$ cat src/rtl/id_auth_fsm.sv
// id_auth_fsm -- player login checker.
// Collects a DIGITS-long user ID, one digit per b_id pulse, then walks an
// external ID ROM (MAX_ENTRIES words, ROM_LAT-cycle read) looking for it.
// On a hit the ROM index becomes the internal player ID and a guest flag is
// raised for GUEST_ID. An END_ID word or the end of the table rejects the ID.
// Optional feature macro: IDCHK_LOCKOUT_EN enables the consecutive-failure
// counter and a timed LOCKOUT state (MAX_FAILS / LOCK_CYCLES parameters).
// Ports:
//   clk, rst          clock, synchronous active-high reset
//   idDigit, b_id     digit value and its single-cycle accept pulse
//   logout            ends a session (PASSED only)
//   ROM_data/ROM_addr ID ROM read port (address registered)
//   matchedID         logged in; internalPlayerID / isGuest valid with it
//   failPulse         one-cycle pulse per rejected ID
//   locked            lockout in progress (tied 0 without the feature)
//   digitCount        digits captured so far
module id_auth_fsm #(
  parameter int unsigned DIGITS      = 4,
  parameter int unsigned DIGIT_W     = 4,
  parameter int unsigned ADDR_W      = 5,
  parameter int unsigned MAX_ENTRIES = 8,
  parameter int unsigned ROM_LAT     = 2,
  parameter logic [DIGITS*DIGIT_W-1:0] GUEST_ID = {DIGITS{DIGIT_W'(1)}},
  parameter logic [DIGITS*DIGIT_W-1:0] END_ID   = '1
`ifdef IDCHK_LOCKOUT_EN
  ,
  parameter int unsigned MAX_FAILS   = 3,
  parameter int unsigned LOCK_CYCLES = 1024
`endif
) (
  input  logic                          clk,
  input  logic                          rst,
  input  logic [DIGIT_W-1:0]            idDigit,
  input  logic                          b_id,
  input  logic                          logout,
  input  logic [DIGITS*DIGIT_W-1:0]     ROM_data,
  output logic [ADDR_W-1:0]             ROM_addr,
  output logic                          matchedID,
  output logic [ADDR_W-1:0]             internalPlayerID,
  output logic                          isGuest,
  output logic                          failPulse,
  output logic                          locked,
  output logic [$clog2(DIGITS+1)-1:0]   digitCount
);

  localparam int unsigned IDW = DIGITS * DIGIT_W;
  localparam int unsigned DCW = $clog2(DIGITS + 1);
  localparam int unsigned WW  = $clog2(ROM_LAT + 1);

  typedef enum logic [2:0] {
    S_ENTRY, S_FETCH, S_WAIT, S_CATCH, S_COMPARE, S_NEXT, S_PASSED
`ifdef IDCHK_LOCKOUT_EN
    , S_LOCKOUT
`endif
  } state_t;

  state_t             state_q, state_d;
  logic [IDW-1:0]     uid_q, uid_d;
  logic [IDW-1:0]     rom_word_q, rom_word_d;
  logic [ADDR_W-1:0]  index_q, index_d;
  logic [ADDR_W-1:0]  rom_addr_q, rom_addr_d;
  logic [WW-1:0]      wait_cnt_q, wait_cnt_d;
  logic [DCW-1:0]     digit_cnt_q, digit_cnt_d;
  logic               matched_q, matched_d;
  logic [ADDR_W-1:0]  pid_q, pid_d;
  logic               guest_q, guest_d;
  logic               fail_pulse_q, fail_pulse_d;

  logic digit_done, rom_end, rom_hit, last_idx, reject, clear_all;

  assign digit_done = b_id && (digit_cnt_q == DCW'(DIGITS - 1));
  assign rom_end    = (rom_word_q == END_ID);
  assign rom_hit    = (rom_word_q == uid_q);
  assign last_idx   = (index_q == ADDR_W'(MAX_ENTRIES - 1));
  // END_ID is tested before the uid match, so an all-ones entry never logs in.
  assign reject     = ((state_q == S_COMPARE) && rom_end) ||
                      ((state_q == S_NEXT) && last_idx);

`ifdef IDCHK_LOCKOUT_EN
  localparam int unsigned FCW = $clog2(MAX_FAILS + 1);
  localparam int unsigned LCW = $clog2(LOCK_CYCLES + 1);
  logic [FCW-1:0] fail_cnt_q, fail_cnt_d;
  logic [LCW-1:0] lock_cnt_q, lock_cnt_d;
  logic           locked_q, locked_d;
  logic           lock_trip, lock_done;
  assign lock_trip = (fail_cnt_q + FCW'(1)) == FCW'(MAX_FAILS);
  assign lock_done = (lock_cnt_q == '0);
  assign locked    = locked_q;
`else
  assign locked    = 1'b0;
`endif

  // State register
  always_ff @(posedge clk) begin
    if (rst) state_q <= S_ENTRY;
    else     state_q <= state_d;
  end

  // Next-state logic
  always_comb begin
    state_d = state_q;
    case (state_q)
      S_ENTRY:   if (digit_done) state_d = S_FETCH;
      S_FETCH:   state_d = S_WAIT;
      S_WAIT:    if (wait_cnt_q == '0) state_d = S_CATCH;
      S_CATCH:   state_d = S_COMPARE;
      S_COMPARE: begin
        if (rom_end)      state_d = S_ENTRY;
        else if (rom_hit) state_d = S_PASSED;
        else              state_d = S_NEXT;
      end
      S_NEXT:    state_d = last_idx ? S_ENTRY : S_FETCH;
      S_PASSED:  if (logout) state_d = S_ENTRY;
`ifdef IDCHK_LOCKOUT_EN
      S_LOCKOUT: if (lock_done) state_d = S_ENTRY;
`endif
      default:   state_d = S_ENTRY;
    endcase
`ifdef IDCHK_LOCKOUT_EN
    if (reject && lock_trip) state_d = S_LOCKOUT;
`endif
  end

  // Datapath / output next values
  always_comb begin
    uid_d        = uid_q;
    rom_word_d   = rom_word_q;
    index_d      = index_q;
    rom_addr_d   = rom_addr_q;
    wait_cnt_d   = wait_cnt_q;
    digit_cnt_d  = digit_cnt_q;
    matched_d    = matched_q;
    pid_d        = pid_q;
    guest_d      = guest_q;
    fail_pulse_d = 1'b0;
    clear_all    = 1'b0;
`ifdef IDCHK_LOCKOUT_EN
    fail_cnt_d   = fail_cnt_q;
    lock_cnt_d   = lock_cnt_q;
    locked_d     = locked_q;
`endif
    case (state_q)
      S_ENTRY: begin
        if (b_id) begin
          // First digit ends in the MSBs after DIGITS shifts.
          uid_d       = (uid_q << DIGIT_W) | IDW'(idDigit);
          digit_cnt_d = digit_done ? '0 : digit_cnt_q + DCW'(1);
        end
      end
      S_FETCH: begin
        rom_addr_d = index_q;
        wait_cnt_d = WW'(ROM_LAT - 1);
      end
      S_WAIT:    if (wait_cnt_q != '0) wait_cnt_d = wait_cnt_q - WW'(1);
      S_CATCH:   rom_word_d = ROM_data;
      S_COMPARE: begin
        if (!rom_end && rom_hit) begin
          matched_d  = 1'b1;
          pid_d      = index_q;
          guest_d    = (rom_word_q == GUEST_ID);
`ifdef IDCHK_LOCKOUT_EN
          fail_cnt_d = '0;
`endif
        end
      end
      S_NEXT:    if (!last_idx) index_d = index_q + ADDR_W'(1);
      S_PASSED: begin
        if (logout) begin
          matched_d = 1'b0;
          guest_d   = 1'b0;
          pid_d     = '0;
          index_d   = '0;
          uid_d     = '0;
        end
      end
`ifdef IDCHK_LOCKOUT_EN
      S_LOCKOUT: begin
        if (lock_done) begin
          locked_d   = 1'b0;
          fail_cnt_d = '0;
        end else begin
          lock_cnt_d = lock_cnt_q - LCW'(1);
        end
      end
`endif
      default:   clear_all = 1'b1;
    endcase

    if (reject) begin
      fail_pulse_d = 1'b1;
      index_d      = '0;
      uid_d        = '0;
`ifdef IDCHK_LOCKOUT_EN
      fail_cnt_d   = fail_cnt_q + FCW'(1);
      if (lock_trip) begin
        locked_d   = 1'b1;
        lock_cnt_d = LCW'(LOCK_CYCLES - 1);
      end
`endif
    end

    if (clear_all) begin
      uid_d       = '0;
      rom_word_d  = '0;
      index_d     = '0;
      rom_addr_d  = '0;
      wait_cnt_d  = '0;
      digit_cnt_d = '0;
      matched_d   = 1'b0;
      pid_d       = '0;
      guest_d     = 1'b0;
`ifdef IDCHK_LOCKOUT_EN
      fail_cnt_d  = '0;
      lock_cnt_d  = '0;
      locked_d    = 1'b0;
`endif
    end
  end

  always_ff @(posedge clk) begin
    if (rst) begin
      uid_q        <= '0;
      rom_word_q   <= '0;
      index_q      <= '0;
      rom_addr_q   <= '0;
      wait_cnt_q   <= '0;
      digit_cnt_q  <= '0;
      matched_q    <= 1'b0;
      pid_q        <= '0;
      guest_q      <= 1'b0;
      fail_pulse_q <= 1'b0;
`ifdef IDCHK_LOCKOUT_EN
      fail_cnt_q   <= '0;
      lock_cnt_q   <= '0;
      locked_q     <= 1'b0;
`endif
    end else begin
      uid_q        <= uid_d;
      rom_word_q   <= rom_word_d;
      index_q      <= index_d;
      rom_addr_q   <= rom_addr_d;
      wait_cnt_q   <= wait_cnt_d;
      digit_cnt_q  <= digit_cnt_d;
      matched_q    <= matched_d;
      pid_q        <= pid_d;
      guest_q      <= guest_d;
      fail_pulse_q <= fail_pulse_d;
`ifdef IDCHK_LOCKOUT_EN
      fail_cnt_q   <= fail_cnt_d;
      lock_cnt_q   <= lock_cnt_d;
      locked_q     <= locked_d;
`endif
    end
  end

  assign ROM_addr         = rom_addr_q;
  assign matchedID        = matched_q;
  assign internalPlayerID = pid_q;
  assign isGuest          = guest_q;
  assign failPulse        = fail_pulse_q;
  assign digitCount       = digit_cnt_q;

endmodule

$ cat config.mk
export PLATFORM = sky130hd
export DESIGN_NAME = id_auth_fsm
export DESIGN_NICKNAME = d
export VERILOG_FILES = /design/src/rtl/id_auth_fsm.sv
export SDC_FILE = /design/constraint.sdc
export NUM_CORES = 1
export LEC_CHECK = 0
export ABC_AREA = 1
export BUFFER_PORTS_ARGS = -buffer_cell sky130_fd_sc_hd__buf_2
export CORE_ASPECT_RATIO = 0.5
export CORE_MARGIN = 3
export CORE_UTILIZATION = 36
export DETAILED_ROUTE_END_ITERATION = 12
export MAX_ROUTING_LAYER = met4
export PLACE_DENSITY = 0.53
export SLEW_MARGIN = 20
export SYNTH_ARGS = -nofsm -noshare
export SYNTH_HDL_FRONTEND = slang
export SYNTH_SLANG_ARGS = --single-unit
$ cat constraint.sdc
create_clock -name clk -period 1.8 [get_ports clk]
set_clock_uncertainty 0.2 [all_clocks]
set_input_delay 0.36 -clock clk [delete_from_list [all_inputs] [get_ports clk]]
set_output_delay 0.36 -clock clk [all_outputs]
set_load 0.01 [all_outputs]
After elaboration in Yosys (flattened, before gate mapping)

Index checks and enable logic that the tools add are counted.

Multiplexer cells: 24
Reductions and logical operators: 22
Div/mod/pow operators: 0
Shifts and indexed selects: 0
Bitwise gates (word level): 2
Multipliers: 0
Eq/ne operators: 18
Add/sub/neg operators: 3
Order comparisons: 0

Operators with widths:

| operator             | number |
|---|---|
| $mux 16              | 2 |
| $pmux 16 s2          | 1 |
| $pmux 3 s7           | 1 |
| $pmux 5 s2           | 2 |
| $eq 16x13->1 const B | 1 |
| $eq 16x16->1         | 1 |
| $eq 16x16->1 const B | 1 |
| $or 16x4->16         | 1 |
| $mux 3               | 5 |
| $mux 5               | 3 |
| $ne 2x2->1 const B   | 6 |
| $reduce_and 3->1     | 4 |
| $reduce_bool 2->1    | 5 |
| $eq 3x2->1 const B   | 3 |
| $eq 3x3->1 const B   | 3 |
| $reduce_or 7->1      | 1 |
| $add 5x1->5 const B  | 1 |
| $eq 5x3->1 const B   | 1 |
| $mux 1               | 5 |
| $logic_and 1x1->1    | 4 |
| $mux 2               | 2 |
| $pmux 1 s2           | 2 |
| $pmux 2 s2           | 1 |
| $reduce_and 2->1     | 2 |
| 11 further kinds     | 11 |

Input port bits: 24
Output and inout bits: 17
Bits in registers: 58
Latch bits: 0
ROM bits: 0
Memories kept: 0
RAM bits: 0
Logic and storage cells: 80

Depth between registers and ports, before layout

Gate-level depths: netlist of the first run.

Depth in word-level cells: 5
Depth in mapped cells: 10
Depth with buffers taken out: 10

Worst setup path after synthesis of the first run

Ideal clock, no wire load.

Path type: register -> register
From: register index_q[0]
To: register uid_q[10]
Period minus slack after synthesis: 1575 ps
Arrival: 1311 ps
Buffers on the path: 1
Data required time: 1536 ps
Cell stages (with the launch flop): 8
Library setup time: 64 ps
Path slack: 225 ps
Cell sequence: dfxtp_1 > ha_1 > nand2_1 > nor3_1 > a21oi_1 > nand2_2 > clkbuf_8 > nor2_1

Longest elaborated chain between the ends: 4

RTL lines:

| what                      | line | source |
|---|---|---|
| start, declared           | 60   | `logic [ADDR_W-1:0] index_q, index_d;` |
| start signal, assigned    | 240  | `index_q <= index_d;` |
| $eq 5x3->1                | 74   | `assign last_idx = (index_q == ADDR_W'(MAX_ENTRIES - 1));` |
| $logic_and 1x1->1         | 77   | `((state_q == S_NEXT) && last_idx);` |
| $logic_or 1x1->1          | 76   | `assign reject = ((state_q == S_COMPARE) && rom_end) \|\|` |
| $reduce_or 3->1 (no line) | --   |  |
| end signal, assigned      | 238  | `uid_q <= uid_d;` |
| end, declared             | 58   | `logic [IDW-1:0] uid_q, uid_d;` |

No other way between the ends.
A chain may end at the register's enable or synchronous reset.

Worst setup path in the final report of the first run

From: register state_q[1]
To: register uid_q[1]

Longest elaborated chain between the ends: 4
Elaborated cells on any way between the ends: 18
Those cells by class: eq/ne (8); mux (1); bitwise (1); reduce/logical (8)

RTL lines:

| what                                                           | line    | source |
|---|---|---|
| start, declared                                                | 57      | `state_t state_q, state_d;` |
| start signal, assigned                                         | 96      | `else state_q <= state_d;` |
| $eq 3x3->1, or another cell as far along                       | 76, 142 |  |
| $reduce_or 7->1 (no line), or another cell as far along        | --      |  |
| $not 1->1 (no line) / $logic_or 1x1->1 (equally long branches) | --      |  |
| $reduce_or 3->1 (no line)                                      | --      |  |

Several ways; a longest one is shown, not always the timed one.

==> impl_metrics.env, run 1 <==
export IMPL_status="complete, no violations"
export IMPL_layout_common_cells="nand2_1, inv_1, dfxtp_1, nor2_1"
export IMPL_grt_pass1_wl_um=11600
export IMPL_finalMaxSlewViolations=0
export IMPL_io_buffers=39
export IMPL_cap_viol_max_count=0
export IMPL_fin_hold_ws_ps=52.0
export IMPL_dp_cells=529
export IMPL_r2r_start="state_q[1]$_SDFFE_PP0P_"
export IMPL_antenna_found_initial=0
export IMPL_avgSynthCellArea_um2=6.91
export IMPL_slowest_stage="dfxtp_1"
export IMPL_slowest_delay_ps=350
export IMPL_root_buffer="clkbuf_16"
export IMPL_multi_input_area_um2=1280
export IMPL_ff2ff_setup_slack_ps=140
export IMPL_cp_arrival_ps=1680
export IMPL_dp_hpwl_um=5230
export IMPL_postCtsSetupRepairBufs=0
export IMPL_grt_pass1_vias=2504
export IMPL_dieWidth_um=130
export IMPL_setup_viol=0
export IMPL_ys_ff_latch=58
export IMPL_grtUsageTotal_pct=18.0
export IMPL_clk_latency_ps=330
export IMPL_min_path_cells=2
export IMPL_start_util_pct=39.1
export IMPL_core_um2=7040
export IMPL_yosys_warnings=0
export IMPL_drive_gt1_share_pct=22.5
export IMPL_timing_final_crit_share_pct=92.4
export IMPL_reg2reg_depth=7
export IMPL_layout_commonest_cell="nand2_1"
export IMPL_diodes=0
export IMPL_cts_buffer_depth=2
export IMPL_cts_tree="done"
export IMPL_peakVddDrop_mv=0.490
export IMPL_vias_per_cell=4.79
export IMPL_cts_hold_buffers=0
export IMPL_dr_pass1_iters=4
export IMPL_setup_tns_ps=0
export IMPL_nFillCells=727
export IMPL_min_from="rst"
export IMPL_grt_overflow=0
export IMPL_ant_nets=0
export IMPL_place_congestion=0.829
export IMPL_ys_types=30
export IMPL_path_cells="inv_1, nand3_1, nor3_2, a21oi_2, nand2_2, buf_12, a21oi_1"
export IMPL_worstPathRequired_ps=1820
export IMPL_r2r_end="uid_q[1]$_SDFFE_PP0P_"
export IMPL_vias=2610
export IMPL_crit_type="flip-flop to flip-flop"
export IMPL_wl_um=6980
export IMPL_cts_buffers=9
export IMPL_pre_cts_ws_ps=83.0
export IMPL_nets=475
export IMPL_syn_nets=425
export IMPL_drc=0
export IMPL_netlist_instances=398
export IMPL_grt_max_degree=32
export IMPL_worst_slack_ps=136
export IMPL_fin_cells=545
export IMPL_clk_pin_slew_ps=50
export IMPL_syn_cell_area_um2=2750
export IMPL_worstPathMaxFanout=17
export IMPL_cts_sinks=58
export IMPL_fin_crit_ps=1660
export IMPL_pin_count=41
export IMPL_regArea_um2=1170
export IMPL_hold_viol=0
export IMPL_syn_to_final_growth_pct=24.9
export IMPL_power_density_nw_per_um2=922
export IMPL_leakage_nw=1.41
export IMPL_min_to="state_q[1]$_SDFFE_PP0P_"
export IMPL_die_h_um=67.8
export IMPL_min_path_type="input port to flip-flop"
export IMPL_ys_seq_area_share_pct=42.2
export IMPL_wl_per_cell_um=12.8
export IMPL_dieArea_um2=8790
export IMPL_rsz0062_at_grt="true"
export IMPL_rows=21
export IMPL_dr_first_iter_drc_count=126
export IMPL_start_kind="flip-flop"
export IMPL_htree_levels=3
export IMPL_end_kind="flip-flop"
export IMPL_fmax_ghz=0.601
-- final cells by class --
class | instances | area share [%]
Timing Repair Buffer | 52 | 9.25
Sequential cell | 58 | 34.2
Tap cell | 92 | 3.35
Multi-Input combinational cell | 258 | 37.2
Clock inverter | 4 | 0.728
Inverter | 69 | 7.54
Clock buffer | 12 | 7.76
-- registers in the layout, summed over array words and instances, names as in the netlist --
register	flops
ROM_addr	5
digitCount	3
failPulse	1
index_q	5
internalPlayerID	5
isGuest	1
matchedID	1
rom_word_q	16
state_q	3
uid_q	16
wait_cnt_q	2
-- cells by family after synthesis --
logic type	after synthesis	synth area share, %
AO/OA/AOI/OAI	82	15.8
XOR/XNOR	2	0.637
adder cells (fa/ha/maj)	3	1.37
buffers and inverters	82	12.1
flip-flops	58	42.2
other	1	0.136
AND/OR/NAND/NOR	170	27.7
-- metal layers --
| layer | vias to the layer above | track usage (%) | wire length [um] |
|---|---|---|---|
| met5 | - | - | 0 |
| met4 | 0 | 8.68 | 133 |
| met3 | 13 | 5.92 | 342 |
| met2 | 40 | 27.2 | 3010 |
| met1 | 1180 | 21.9 | 3490 |
| li1 | 1377 | - | - |
-- worst max path at each step --
stage,from,endpoint,slack [ps],cells after the start
after CTS,rom_word_q[15]$_SDFFE_PP0P_,state_q[1]$_SDFFE_PP0P_,80,10
after global routing,state_q[2]$_SDFFE_PP0P_,index_q[4]$_SDFFE_PP0P_,-20,9
after detailed placement,rst,rom_word_q[14]$_SDFFE_PP0P_,80,7
final,state_q[1]$_SDFFE_PP0P_,uid_q[1]$_SDFFE_PP0P_,140,7
after global placement,rst,rom_word_q[12]$_SDFFE_PP0P_,120,7
after floorplan,index_q[0]$_SDFFE_PP0P_,uid_q[10]$_SDFFE_PP0P_,220,7
-- where the power goes --
group	switching (mW)	internal [mW]
Clock	0.596	1.04
Sequential	0.0136	1.31
Combinational	0.133	0.0833
-- metrics by stage --
step / utilization (%) / total power [mW] / area, um2
floorplan: - / 1.48 / 2750
global placement: 44.1 / 1.55 / 3110
detailed placement: 44.1 / 1.56 / 3110
CTS: 48.3 / 3.21 / 3400
global route: 48.8 / 3.31 / 3440
finish: 48.8 / 3.17 / 3440
-- synth_stat cells (all sizes together) --
master	n	area (um2)
a211oi	1	7.51
a21oi	41	209
a31oi	1	6.26
buf	6	38.8
clkbuf	7	36.3
conb	1	3.75
dfxtp	58	1160
ha	3	37.5
inv	69	259
nand2	82	325
nand3	24	133
nand4	10	62.6
nor2	45	189
nor3	7	40.0
o21ai	26	130
o22ai	13	81.3
or2	2	12.5
xor2	2	17.5
-- timing repair --
action / in CTS / in global routing
setup endpoints to repair: 0 / 43
endpoints found under the hold margin: 0 / 0
resized for setup: 0 / 17
-- critical path, delay by kind of cell, from the launching register on --
family                 cells  cell delay [ps]
and+or+nand+nor            3              560
DFF                        1              350
buffers and inverters      2              310
AOI/OAI and AO/OA          2              130
Power figures use the tool's default switching activity.
==> run 2: changes to the inputs <==
Settings changed: CTS_CLUSTER_SIZE set to 25, HOLD_SLACK_MARGIN set to 0.05, PLACE_DENSITY 0.53 to 0.55.
Clock period 1.8 ns to 1.4 ns, I/O delays scaled along.
==> impl_metrics.env, run 2 (synthesized netlist as in run 1, its figures left out) <==
export IMPL_worstPathRequired_ps=1430
export IMPL_cts_buffers=9
export IMPL_dp_cells=581
export IMPL_leakage_nw=1.88
export IMPL_fin_crit_ps=1640
export IMPL_diodes=0
export IMPL_fin_cells=629
export IMPL_crit_path_start="state_q[2]$_SDFFE_PP0P_"
export IMPL_grt_overflow=0
export IMPL_cts_sinks=58
export IMPL_power_density_nw_per_um2=979
export IMPL_min_from="ROM_data[5]"
export IMPL_vias_per_cell=4.80
export IMPL_grt_pass1_vias=2825
export IMPL_core_um2=7040
export IMPL_postPlaceCellArea_um2=3610
export IMPL_dp_hpwl_um=5540
export IMPL_drive_gt1_share_pct=43.6
export IMPL_fin_area_um2=4490
export IMPL_hold_viol=0
export IMPL_syn_to_final_growth_pct=63.2
export IMPL_drc=0
export IMPL_layout_common_cells="nand2_1, buf_4, inv_1, buf_2, a21oi_1"
export IMPL_cts_buffer_depth=2
export IMPL_setup_viol=51
export IMPL_dr_pass1_iters=4
export IMPL_worst_slack_ps=-244
export IMPL_final_util_pct=63.7
export IMPL_reg_largest_list="rom_word_q: 16 flops, uid_q: 16 flops"
export IMPL_finalMaxSlewViolations=0
export IMPL_grtUsageTotal_pct=20.1
export IMPL_grt_max_degree=32
export IMPL_htree_levels=3
export IMPL_crit_type="flip-flop to flip-flop"
export IMPL_start_util_pct=39.1
export IMPL_cp_arrival_ps=1670
export IMPL_grt_pass1_wl_um=13100
export IMPL_root_buffer="clkbuf_16"
export IMPL_pin_count=41
export IMPL_peakVddDrop_mv=0.550
export IMPL_violations="setup timing"
export IMPL_ant_nets=0
export IMPL_antenna_found_initial=0
export IMPL_worstPathMaxFanout=8
export IMPL_dieWidth_um=130
export IMPL_rows=21
export IMPL_clk_pin_slew_ps=50
export IMPL_status="finished, violations left"
export IMPL_rsz0062_at_grt="true"
export IMPL_end_kind="flip-flop"
export IMPL_wl_per_cell_um=13.3
export IMPL_fin_hold_ws_ps=70.9
export IMPL_cap_viol_max_count=0
export IMPL_vias=3019
export IMPL_place_congestion=0.893
export IMPL_wl_um=8340
export IMPL_fmax_ghz=0.608
export IMPL_timing_final_crit_share_pct=117
export IMPL_cts_tree="done"
export IMPL_setup_tns_ps=-6960
export IMPL_r2r_start="state_q[2]$_SDFFE_PP0P_"
export IMPL_min_path_type="input port to flip-flop"
export IMPL_dr_first_iter_drc_count=184
export IMPL_dieArea_um2=8790
export IMPL_io_buffers=39
export IMPL_pre_cts_ws_ps=-216
export IMPL_nets=560
export IMPL_power_mw=4.39
export IMPL_die_h_um=67.8
export IMPL_clk_latency_ps=340
export IMPL_start_kind="flip-flop"
[run 2: worst max-delay path, cell delays in order (launching register included)]
cell and delay (ps):
dfxtp_4 370, buf_4 130, nand3_4 100, nor3_4 250, a21oi_2 70, nand2_2 180, clkbuf_16 190, a21oi_1 40
[run 2: what timing repair did]
item                                    CTS  global route
cloned                                    0             1
pin swaps                                20            21
setup buffers                             5             7
gates resized for setup                  46            51
endpoints found under the setup margin   58            60
hold buffers                             21             0
endpoints found under the hold margin    23             0
[run 2: worst paths after layout]
check	to	slack (ps)	depth (start not counted)
worst max register to register	uid_q[0]$_SDFFE_PP0P_	-240	7
worst min-delay path	rom_word_q[5]$_SDFFE_PP0P_	70	3
worst min register to register	ROM_addr[4]$_SDFFE_PP0P_	240	2
worst max-delay path	uid_q[0]$_SDFFE_PP0P_	-240	7
[run 2: area by class of cell]
type	count	area, um2
sequential	58	1210
inverter	69	262
timing repair buffer	137	1100
fill	606	2550
tap	92	115
multi-input combinational	258	1500
clock inverter	2	35.0
clock buffer	13	270
[run 2: metal layers]
metal | wire [um] | up-vias | GRT usage, %
li1 | - | 1548 | -
met1 | 3880 | 1408 | 23.6
met2 | 4050 | 50 | 32.6
met3 | 297 | 13 | 5.85
met4 | 109 | 0 | 8.81
met5 | 0 | - | -
[run 2: power by group]
part           leakage, nW  switching (mW)  internal, mW
registers            0.483          0.0178          1.67
logic                 1.25           0.221         0.233
clock network        0.152           0.745          1.51
